### src/rtl/cvxif_copro_pkg.sv
// Shared types and constants for the CV-X-IF crypto coprocessor.
// The queue entry widths below set the storage width of the pending-instruction queue.
package cvxif_copro_pkg;

  localparam int unsigned COPRO_XLEN     = 32;
  localparam int unsigned COPRO_ID_WIDTH = 4;

  localparam logic [6:0] OPCODE_CUSTOM0 = 7'b0001011;
  localparam logic [2:0] FUNCT3_SBOX    = 3'b000;
  localparam logic [2:0] FUNCT3_XROT    = 3'b001;
  localparam logic [2:0] FUNCT3_CLMUL   = 3'b010;

  typedef enum logic [1:0] {OP_SBOX, OP_XROT, OP_CLMUL} op_e;

  typedef enum logic [1:0] {ST_IDLE, ST_EXEC, ST_RESULT} state_e;

  typedef struct packed {
    logic [COPRO_ID_WIDTH-1:0] id;
    op_e                       op;
    logic [4:0]                rd;
    logic [COPRO_XLEN-1:0]     rs1;
    logic [COPRO_XLEN-1:0]     rs2;
    logic                      committed;
    logic                      killed;
  } queue_entry_t;

  function automatic op_e funct3_to_op(input logic [2:0] funct3);
    case (funct3)
      FUNCT3_XROT:  return OP_XROT;
      FUNCT3_CLMUL: return OP_CLMUL;
      default:      return OP_SBOX;
    endcase
  endfunction

endpackage

### src/rtl/copro_aes_sbox.sv
// Combinational AES forward S-box, one byte in, one byte out.
module copro_aes_sbox (
  input  logic [7:0] data_i,
  output logic [7:0] data_o
);

  // Row-major table, entry 0x00 in the most significant byte.
  localparam logic [2047:0] SBOX_TABLE = {
    128'h637c777bf26b6fc53001672bfed7ab76, 128'hca82c97dfa5947f0add4a2af9ca472c0,
    128'hb7fd9326363ff7cc34a5e5f171d83115, 128'h04c723c31896059a071280e2eb27b275,
    128'h09832c1a1b6e5aa0523bd6b329e32f84, 128'h53d100ed20fcb15b6acbbe394a4c58cf,
    128'hd0efaafb434d338545f9027f503c9fa8, 128'h51a3408f929d38f5bcb6da2110fff3d2,
    128'hcd0c13ec5f974417c4a77e3d645d1973, 128'h60814fdc222a908846eeb814de5e0bdb,
    128'he0323a0a4906245cc2d3ac629195e479, 128'he7c8376d8dd54ea96c56f4ea657aae08,
    128'hba78252e1ca6b4c6e8dd741f4bbd8b8a, 128'h703eb5664803f60e613557b986c11d9e,
    128'he1f8981169d98e949b1e87e9ce5528df, 128'h8ca1890dbfe6426841992d0fb054bb16
  };

  logic [10:0] bit_idx;

  assign bit_idx = {~data_i, 3'b000};
  assign data_o  = SBOX_TABLE[bit_idx +: 8];

endmodule

### src/rtl/cvxif_crypto_copro.sv
// CV-X-IF responder: decodes custom-0 crypto ops, queues them until commit,
// executes them one at a time in order and returns results on the result channel.
module cvxif_crypto_copro
  import cvxif_copro_pkg::*;
#(
  parameter int unsigned XLEN        = COPRO_XLEN,
  parameter int unsigned ID_WIDTH    = COPRO_ID_WIDTH,
  parameter int unsigned QUEUE_DEPTH = 4
) (
  input  logic                clk_i,
  input  logic                rst_ni,
  input  logic                issue_valid_i,
  output logic                issue_ready_o,
  input  logic [31:0]         issue_instr_i,
  input  logic [ID_WIDTH-1:0] issue_id_i,
  input  logic [XLEN-1:0]     issue_rs1_i,
  input  logic [XLEN-1:0]     issue_rs2_i,
  input  logic [1:0]          issue_rs_valid_i,
  output logic                issue_accept_o,
  output logic                issue_writeback_o,
  input  logic                commit_valid_i,
  input  logic [ID_WIDTH-1:0] commit_id_i,
  input  logic                commit_kill_i,
  output logic                result_valid_o,
  input  logic                result_ready_i,
  output logic [ID_WIDTH-1:0] result_id_o,
  output logic [XLEN-1:0]     result_data_o,
  output logic [4:0]          result_rd_o,
  output logic                result_we_o
);

  localparam int unsigned PTR_W = $clog2(QUEUE_DEPTH);
  localparam int unsigned CNT_W = $clog2(XLEN);

  queue_entry_t            q [QUEUE_DEPTH];
  queue_entry_t            new_entry;
  queue_entry_t            head;
  logic [PTR_W-1:0]        wr_ptr, rd_ptr;
  logic [PTR_W:0]          count;
  logic [QUEUE_DEPTH-1:0]  occupied;
  logic                    full, push, pop, load, step;
  logic                    head_hit, head_committed, head_killed;
  logic [2:0]              funct3;
  logic                    op_legal;
  state_e                  state_q, state_d;
  op_e                     cur_op;
  logic [ID_WIDTH-1:0]     cur_id;
  logic [4:0]              cur_rd;
  logic [XLEN-1:0]         opa, opb, acc;
  logic [CNT_W-1:0]        cnt, cnt_last;
  logic [7:0]              sbox_out;
  logic                    unused_instr_bits;

  assign unused_instr_bits = ^issue_instr_i[24:15];

  // Decode
  assign funct3   = issue_instr_i[14:12];
  assign op_legal = (funct3 == FUNCT3_SBOX) || (funct3 == FUNCT3_XROT) || (funct3 == FUNCT3_CLMUL);
  assign issue_accept_o = (issue_instr_i[6:0] == OPCODE_CUSTOM0) && (issue_instr_i[31:25] == 7'd0)
                          && op_legal && (issue_rs_valid_i == 2'b11);
  assign issue_writeback_o = issue_accept_o;

  assign full          = (count == (PTR_W+1)'(QUEUE_DEPTH));
  assign issue_ready_o = !full;
  assign push          = issue_valid_i && issue_ready_o && issue_accept_o;

  // A commit arriving with its own issue lands directly in the new entry.
  always_comb begin
    new_entry           = '0;
    new_entry.id        = COPRO_ID_WIDTH'(issue_id_i);
    new_entry.op        = funct3_to_op(funct3);
    new_entry.rd        = issue_instr_i[11:7];
    new_entry.rs1       = COPRO_XLEN'(issue_rs1_i);
    new_entry.rs2       = COPRO_XLEN'(issue_rs2_i);
    new_entry.committed = commit_valid_i && (commit_id_i == issue_id_i) && !commit_kill_i;
    new_entry.killed    = commit_valid_i && (commit_id_i == issue_id_i) && commit_kill_i;
  end

  always_comb begin
    occupied = '0;
    for (int i = 0; i < QUEUE_DEPTH; i++) begin
      occupied[i] = {1'b0, PTR_W'(i) - rd_ptr} < count;
    end
  end

  always_ff @(posedge clk_i or negedge rst_ni) begin
    if (!rst_ni) begin
      for (int i = 0; i < QUEUE_DEPTH; i++) q[i] <= '0;
      wr_ptr <= '0;
      rd_ptr <= '0;
      count  <= '0;
    end else begin
      for (int i = 0; i < QUEUE_DEPTH; i++) begin
        if (commit_valid_i && occupied[i] && (q[i].id == COPRO_ID_WIDTH'(commit_id_i))) begin
          q[i].committed <= !commit_kill_i;
          q[i].killed    <= commit_kill_i;
        end
      end
      if (push) begin
        q[wr_ptr] <= new_entry;
        wr_ptr    <= wr_ptr + PTR_W'(1);
      end
      if (pop) rd_ptr <= rd_ptr + PTR_W'(1);
      case ({push, pop})
        2'b10:   count <= count + (PTR_W+1)'(1);
        2'b01:   count <= count - (PTR_W+1)'(1);
        default: count <= count;
      endcase
    end
  end

  // Same-cycle commit of the head is seen by IDLE without waiting for the flag.
  assign head           = q[rd_ptr];
  assign head_hit       = commit_valid_i && (count != '0) && (COPRO_ID_WIDTH'(commit_id_i) == head.id);
  assign head_committed = head.committed || (head_hit && !commit_kill_i);
  assign head_killed    = head.killed || (head_hit && commit_kill_i);

  always_comb begin
    case (cur_op)
      OP_XROT:  cnt_last = '0;
      OP_CLMUL: cnt_last = CNT_W'(XLEN - 1);
      default:  cnt_last = CNT_W'(XLEN / 8 - 1);
    endcase
  end

  always_ff @(posedge clk_i or negedge rst_ni) begin
    if (!rst_ni) state_q <= ST_IDLE;
    else         state_q <= state_d;
  end

  always_comb begin
    state_d = state_q;
    pop     = 1'b0;
    load    = 1'b0;
    step    = 1'b0;
    case (state_q)
      ST_IDLE: begin
        if (count != '0) begin
          if (head_killed) begin
            pop = 1'b1;
          end else if (head_committed) begin
            load    = 1'b1;
            state_d = ST_EXEC;
          end
        end
      end
      ST_EXEC: begin
        step = 1'b1;
        if (cnt == cnt_last) state_d = ST_RESULT;
      end
      ST_RESULT: begin
        if (result_ready_i) begin
          pop     = 1'b1;
          state_d = ST_IDLE;
        end
      end
      default: state_d = ST_IDLE;
    endcase
  end

  copro_aes_sbox u_sbox (
    .data_i (opa[7:0]),
    .data_o (sbox_out)
  );

  // Execution datapath: SBOX shifts result bytes in from the top, CLMUL walks rs2 LSB first.
  always_ff @(posedge clk_i or negedge rst_ni) begin
    if (!rst_ni) begin
      opa    <= '0;
      opb    <= '0;
      acc    <= '0;
      cnt    <= '0;
      cur_op <= OP_SBOX;
      cur_id <= '0;
      cur_rd <= '0;
    end else if (load) begin
      opa    <= XLEN'(head.rs1);
      opb    <= XLEN'(head.rs2);
      acc    <= '0;
      cnt    <= '0;
      cur_op <= head.op;
      cur_id <= ID_WIDTH'(head.id);
      cur_rd <= head.rd;
    end else if (step) begin
      cnt <= cnt + CNT_W'(1);
      case (cur_op)
        OP_XROT: acc <= opa ^ {opb[XLEN-9:0], opb[XLEN-1:XLEN-8]};
        OP_CLMUL: begin
          if (opb[0]) acc <= acc ^ opa;
          opa <= opa << 1;
          opb <= opb >> 1;
        end
        default: begin
          acc <= {sbox_out, acc[XLEN-1:8]};
          opa <= opa >> 8;
        end
      endcase
    end
  end

  assign result_valid_o = (state_q == ST_RESULT);
  assign result_we_o    = result_valid_o;
  assign result_id_o    = cur_id;
  assign result_rd_o    = cur_rd;
  assign result_data_o  = acc;

endmodule
### config.mk
export PLATFORM = sky130hd
export DESIGN_NAME = cvxif_crypto_copro
export DESIGN_NICKNAME = d
export VERILOG_FILES = /design/src/rtl/cvxif_copro_pkg.sv /design/src/rtl/copro_aes_sbox.sv /design/src/rtl/cvxif_crypto_copro.sv
export SDC_FILE = /design/constraint.sdc
export NUM_CORES = 1
export LEC_CHECK = 0
export BUFFER_PORTS_ARGS = -buffer_cell sky130_fd_sc_hd__buf_2
export CORE_MARGIN = 1
export CORE_UTILIZATION = 61
export CTS_BUF_LIST = sky130_fd_sc_hd__clkbuf_16
export CTS_CLUSTER_DIAMETER = 80
export CTS_CLUSTER_SIZE = 30
export DETAILED_ROUTE_END_ITERATION = 12
export PLACE_DENSITY = 0.8
export SLEW_MARGIN = 20
export SYNTH_ARGS = -nofsm -noshare
export SYNTH_HDL_FRONTEND = slang
export SYNTH_SLANG_ARGS = --single-unit
export TNS_END_PERCENT = 50
### constraint.sdc
create_clock -name clk_i -period 3.8 [get_ports clk_i]
set_input_delay 0.38 -clock clk_i [delete_from_list [all_inputs] [get_ports clk_i]]
set_output_delay 0.38 -clock clk_i [all_outputs]
set_load 0.005 [all_outputs]
# Word level (Yosys, flattened, before mapping)
# Cells that the tools add are included.
# Widths: inputs -> output; s select.
# word_totals
ff_bits	429
latch_bits	0
ramBits	0
mem_bits_ro	0
in_bits	112
out_inout_bits	46
word_cells	165
mem_count	0
# classes
add_sub_neg	9
n_mul	0
div	0
magnitude_cmp	7
n_eq_ne	25
shift	1
muxes	41
bitwise	5
reduce_logical	38
# ops
operator	count
$shiftx 2048x12->8 const A	1
$bwmux 308	1
$mux 32	8
$mux 233	1
$mux 77	3
$bmux 77 s2	1
$demux 77 s2	1
$pmux 32 s2	2
$xor 32x32->32	2
$eq 4x4->1	6
$logic_and 1x1->1	21
$mux 2	9
$lt 2x3->1	4
$mux 5	2
$ne 2x2->1 const B	5
$pmux 5 s2	1
$eq 2x2->1 const B	4
$mux 1	8
$not 8->8	1
$eq 7x4->1 const B	1
$logic_not 7->1	1
$eq 2x1->1 const B	3
$ge 3x3->1 const B	2
$not 2->3	2
25 further kinds	36

# Logic depth before layout (Yosys ltp)
# depth
depth_word	14
mapped_depth	13
mapped_depth_nobuf	12

# Cells and area by module
# From an unflattened synthesis, not the netlist that was laid out.
# unflattened
hier_cells	2457
area_unflattened_um2	24114.4
# modules_own_cells
module	n_inst	cells_each	area_each_um2	seq_area_each_um2
cvxif_crypto_copro	1	1927	20762.4	10735.3
copro_aes_sbox	1	530	3352.0	0.0

# Worst setup path before layout
# OpenSTA, ideal clock, no wires.
# synth_path
kind	reg2reg
from	register opa[1]
to	register acc[30], in the netlist result_data_o[30]
setup_ps	137
t_arrival_ps	2887
required_time_ps	3663
slack_ps	776
path_stages_with_launch	11
n_path_buf	3
period_less_slack_ps	3024
cell_sequence	dfrtp_1 -> clkbuf_1 -> inv_1 -> ha_1 -> clkbuf_1 -> and2_1 -> clkbuf_1 -> o31a_1 -> mux4_2 -> a2111oi_0 -> nor4_1
# synth_between
elab_chain_len	5
# synth_lines
item	line_no	source
start, declared	cvxif_crypto_copro.sv:49	logic [XLEN-1:0] opa, opb, acc;
start signal, assigned	cvxif_crypto_copro.sv:177	opa <= XLEN'(head.rs1);
start signal, assigned	cvxif_crypto_copro.sv:190	opa <= opa << 1;
start signal, assigned	cvxif_crypto_copro.sv:195	opa <= opa >> 8;
$not 8->8	copro_aes_sbox.sv:21	assign bit_idx = {~data_i, 3'b000};
$shiftx 2048x12->8	copro_aes_sbox.sv:22	assign data_o = SBOX_TABLE[bit_idx +: 8];
$pmux 32 s2	cvxif_crypto_copro.sv:186	case (cur_op)
$mux 32	cvxif_crypto_copro.sv:184	end else if (step) begin
$mux 32	cvxif_crypto_copro.sv:176	end else if (load) begin
end signal, assigned	cvxif_crypto_copro.sv:187	OP_XROT: acc <= opa ^ {opb[XLEN-9:0], opb[XLEN-1:XLEN-8]};
end signal, assigned	cvxif_crypto_copro.sv:189	if (opb[0]) acc <= acc ^ opa;
end signal, assigned	cvxif_crypto_copro.sv:194	acc <= {sbox_out, acc[XLEN-1:8]};
end, declared	cvxif_crypto_copro.sv:49	
# Every way passes these cells. The select of a mux whose other input is x is not followed.
# A chain may end at the register's enable or synchronous reset.

# Worst setup path in the final report
# layout_path
from	register rd_ptr[0]
to	register count[2]
# layout_between
elab_chain_len	13
# layout_lines
item	line_no	source
start, declared	cvxif_crypto_copro.sv:38	logic [PTR_W-1:0] wr_ptr, rd_ptr;
start signal, assigned	cvxif_crypto_copro.sv:103	if (pop) rd_ptr <= rd_ptr + PTR_W'(1);
$not 2->3 (implied by the code) *	cvxif_crypto_copro.sv:113	assign head = q[rd_ptr];
$bmux 77 s2 *	cvxif_crypto_copro.sv:113	
$mux 77 (implied by the code) * (2 in a row)	cvxif_crypto_copro.sv:113	
$eq 4x4->1	cvxif_crypto_copro.sv:114	assign head_hit = commit_valid_i && (count != '0) && (COPRO_ID_WIDTH'(commit_id_i) == head.id);
$logic_and 1x1->1	cvxif_crypto_copro.sv:114	
$logic_and 1x1->1	cvxif_crypto_copro.sv:116	assign head_killed = head.killed || (head_hit && commit_kill_i);
$logic_or 1x1->1 *	cvxif_crypto_copro.sv:116	
$mux 1 *	cvxif_crypto_copro.sv:139	if (head_killed) begin
$mux 1 *	cvxif_crypto_copro.sv:138	if (count != '0) begin
$pmux 1 s2 *	cvxif_crypto_copro.sv:136	case (state_q)
via pop	cvxif_crypto_copro.sv:41	logic full, push, pop, load, step;
$eq 2x1->1 / $eq 2x2->1 (equally long branches)	cvxif_crypto_copro.sv:104	case ({push, pop})
$pmux 3 s2 / $reduce_bool 2->1 (equally long branches)	--	
end signal, assigned	cvxif_crypto_copro.sv:105	2'b10: count <= count + (PTR_W+1)'(1);
end signal, assigned	cvxif_crypto_copro.sv:106	2'b01: count <= count - (PTR_W+1)'(1);
end signal, assigned	cvxif_crypto_copro.sv:107	default: count <= count;
end, declared	cvxif_crypto_copro.sv:39	logic [PTR_W:0] count;
# The timed path passes the listed nets; every way through them passes the cells marked *. The select of a mux whose other input is x is not followed.

==> metrics.md <==
| Metric | Value |
|---|---|
| Ranking of synthesized cells by area | `dfrtp_1, mux2_2, mux4_2, mux2i_1, o21ai_0` |
| Mapped Area | `0.0232 sq mm` |
| Vias in the first global route | `17900` |
| Final wirelength | `70300 microns` |
| Post-synthesis sequential area ratio | `0.462` |
| Yosys cell types | `71` |
| First-pass GRT wire length | `109000 microns` |
| Area share of the largest cell type after synthesis | `0.462` |
| Routability cong. | `1.06` |
| DRT iter0 DRCs | `1634` |
| Non-filler cells, final | `2665` |
| Synth Net Count | `2173` |
| Share of post-route cells with drive strength above 1 | `0.318` |
| Peak VDD IR | `503 uV` |
| H-tree lvl count | `1` |
| Placed insts | `2630` |
| Area occupied by multi-input gates | `0.0117 sq mm` |
| Root Buffer | `clkbuf_16` |
| Most common cell after layout, fill and taps aside | `dfrtp_1` |
| RSZ-0062 raised after global routing | `false` |
| Critical Path, Cell by Cell | `mux4_2 -> xnor2_1 -> nand3_1 -> nor4_4 -> nand3_1 -> o21ai_0 -> ha_1 -> inv_1 -> fa_1 -> xor2_1 -> nor2_1 -> xor2_1` |
| Synth async-reset ratio | `1.00` |
| Final Util | `0.682` |
| Nets | `2283` |
| Vias per cell | `6.58` |
| Hold Vio Cnt, Final | `0` |
| Warnings from Yosys | `0` |
| CTS-repair resized insts | `0` |
| Crit path launch type | `register` |
| Initial Util | `0.618` |
| Die Wd | `197 microns` |
| CTS tree | `yes` |
| Critical Path Max Stage Delay | `0.58 ns` |
| Site row count | `71` |
| Fin Setup TNS | `0 ns` |
| Slew @ Worst Pin | `1.17 ns` |
| Crit. End Element | `register` |
| Die area | `0.0389 sq mm` |
| Power consumption | `0.0106 W` |
| IO buf count | `147` |
| Max Fclk | `298 MHz` |
| Post-route ant nets | `0` |
| Commonest cells after routing, fill and taps aside | `dfrtp_1, mux2_2, nand2_1` |
| Total number of vias | `17500` |
| P_leak | `11.9 nW` |
| Clk_lat worst skew | `0.58 ns` |
| Most used DFF post-synth | `dfrtp_1` |
| Number of synthesized register bits | `429` |
| Max-slew violations | `0` |
| Filler cell count | `2719` |
| Kind of critical path | `reg -> reg` |
| Register area | `0.0107 sq mm` |
| GRT overflow | `0` |
| PwrDens | `415 mW/mm^2` |
| Core area | `0.0376 sq mm` |
| P&R area growth vs syn | `10.4%` |
| Critical Path RT | `4.32 ns` |
| Crit path DAT | `3.87 ns` |
| WHS | `0.0574 ns` |
| Min cycle time layout | `3.36 ns` |
| Rel. slew slack | `0.199` |
| Reg clk slew, reported paths | `0.11 ns` |
| Crit share post-route | `0.884` |
| Syn Inst Count | `2033` |
| Cts bufs inserted | `21` |
| Initial antenna violation count | `1` |
| Average size of a mapped cell | `11.4 sq um` |
| Global Route Usage Sum | `0.369` |
| DP HPWL | `49400 microns` |
| Min-delay worst type | `in -> reg` |
| Cell type with the highest aggregate area in the netlist | `dfrtp_1` |
| Max-cap violations | `0` |
| Clock Sinks | `429` |
| Buffer and inverter count on the worst path | `1` |
| DRC violations left | `0` |
| CP delay by family, top | `simple AND/OR/NAND/NOR gates` |
| Outcome | `finished, final reports clean` |
| Setup violators final | `0` |
| Largest net degree at the start of global routing | `127` |
| Slowest cell on crit path | `mux4_2` |
| Crit path max fanout | `10` |
| Worst Skew | `0.0304 ns` |
| CTS max path bufs | `3` |
| IO Count | `158` |
| Die Ht | `197 microns` |
| Post-synth EDFFs | `0` |
| WL/cell | `26.4 microns` |
| Initial DRT Pass Iterations | `7` |
| Antenna Cells | `0` |
## stage by stage
stage | cell area (sq um) | setup WS (ns)
after floorplan | 23200 | 0.776
after global placement | 24900 | 0.484
after detailed placement | 24900 | 0.426
after CTS | 25600 | 0.431
after global routing | 25600 | 0.202
final | 25600 | 0.442
## report_power, final
part           total [W]  switching (W)  internal [W]  leakage, nW
Sequential       0.00522       0.000383       0.00484         5.89
Clock            0.00271        0.00162       0.00109        0.339
Combinational    0.00270        0.00169       0.00101         5.65
## path summary, 6_finish.rpt
path | from | to | slack (ns) | cells past startpoint
max | rd_ptr[0] | count[2] | 0.44 | 12
min | issue_rs1_i[13] | q[47] | 0.06 | 2
max reg2reg | rd_ptr[0] | count[2] | 0.44 | 12
min reg2reg | q[148] | q[148] | 0.49 | 2
max in group asynchronous | rst_ni | rd_ptr[1] | 2.22 | 3
min in group asynchronous | rst_ni | q[180] | 0.39 | 2
## kinds of logic after synthesis
| family | count (synthesis) | synth area share |
|---|---|---|
| multiplexers | 469 | 0.262 |
| AO/OA/AOI/OAI | 433 | 0.117 |
| flip-flops | 429 | 0.462 |
| AND/OR/NAND/NOR | 413 | 0.0823 |
| buffers and inverters | 193 | 0.0352 |
| XOR/XNOR | 68 | 0.0256 |
| adder cells (fa/ha/maj) | 28 | 0.0154 |
## Yosys cell counts, types with 10 or more instances
library cell / number
dfrtp_1: 429
mux2_2: 293
nand2_1: 160
o21ai_0: 147
clkbuf_1: 107
nor2_1: 91
mux2i_1: 86
mux4_2: 81
a21oi_1: 77
xor2_1: 49
nor3_1: 45
buf_2: 32
o211ai_1: 31
nand3_1: 28
a22oi_1: 27
ha_1: 27
o21ai_1: 27
buf_1: 23
inv_1: 20
nand2b_1: 19
xnor2_1: 19
a211oi_1: 16
nor2b_1: 15
a31oi_1: 12
and2_1: 10
o22ai_1: 10
o311ai_0: 10
## state kept, by name, indices dropped and copies added, names as in the netlist, 3 cells and up
register and flops:
count 3, result_data_o 32, result_id_o 4, cnt 5, opa 32, q 308
result_rd_o 5, opb 32
## cell type report
type / instances / area share
multi-input combinational: 1411 / 0.457
sequential: 429 / 0.419
timing repair buffer: 258 / 0.0690
tap: 511 / 0.0249
clock buffer: 21 / 0.0205
clock inverter: 13 / 0.00625
inverter: 22 / 0.00322
## timing repair
action	in CTS	in global routing
setup buffers	0	0
hold buffers	1	0
endpoints found under the hold margin	77	0
## per-layer routing
layer	GRT usage	share of wire
met4	0.175	0.052
met5	0	0.00014
met2	0.597	0.48
met1	0.499	0.41
met3	0.0471	0.055
Power figures use the tool's default switching activity.
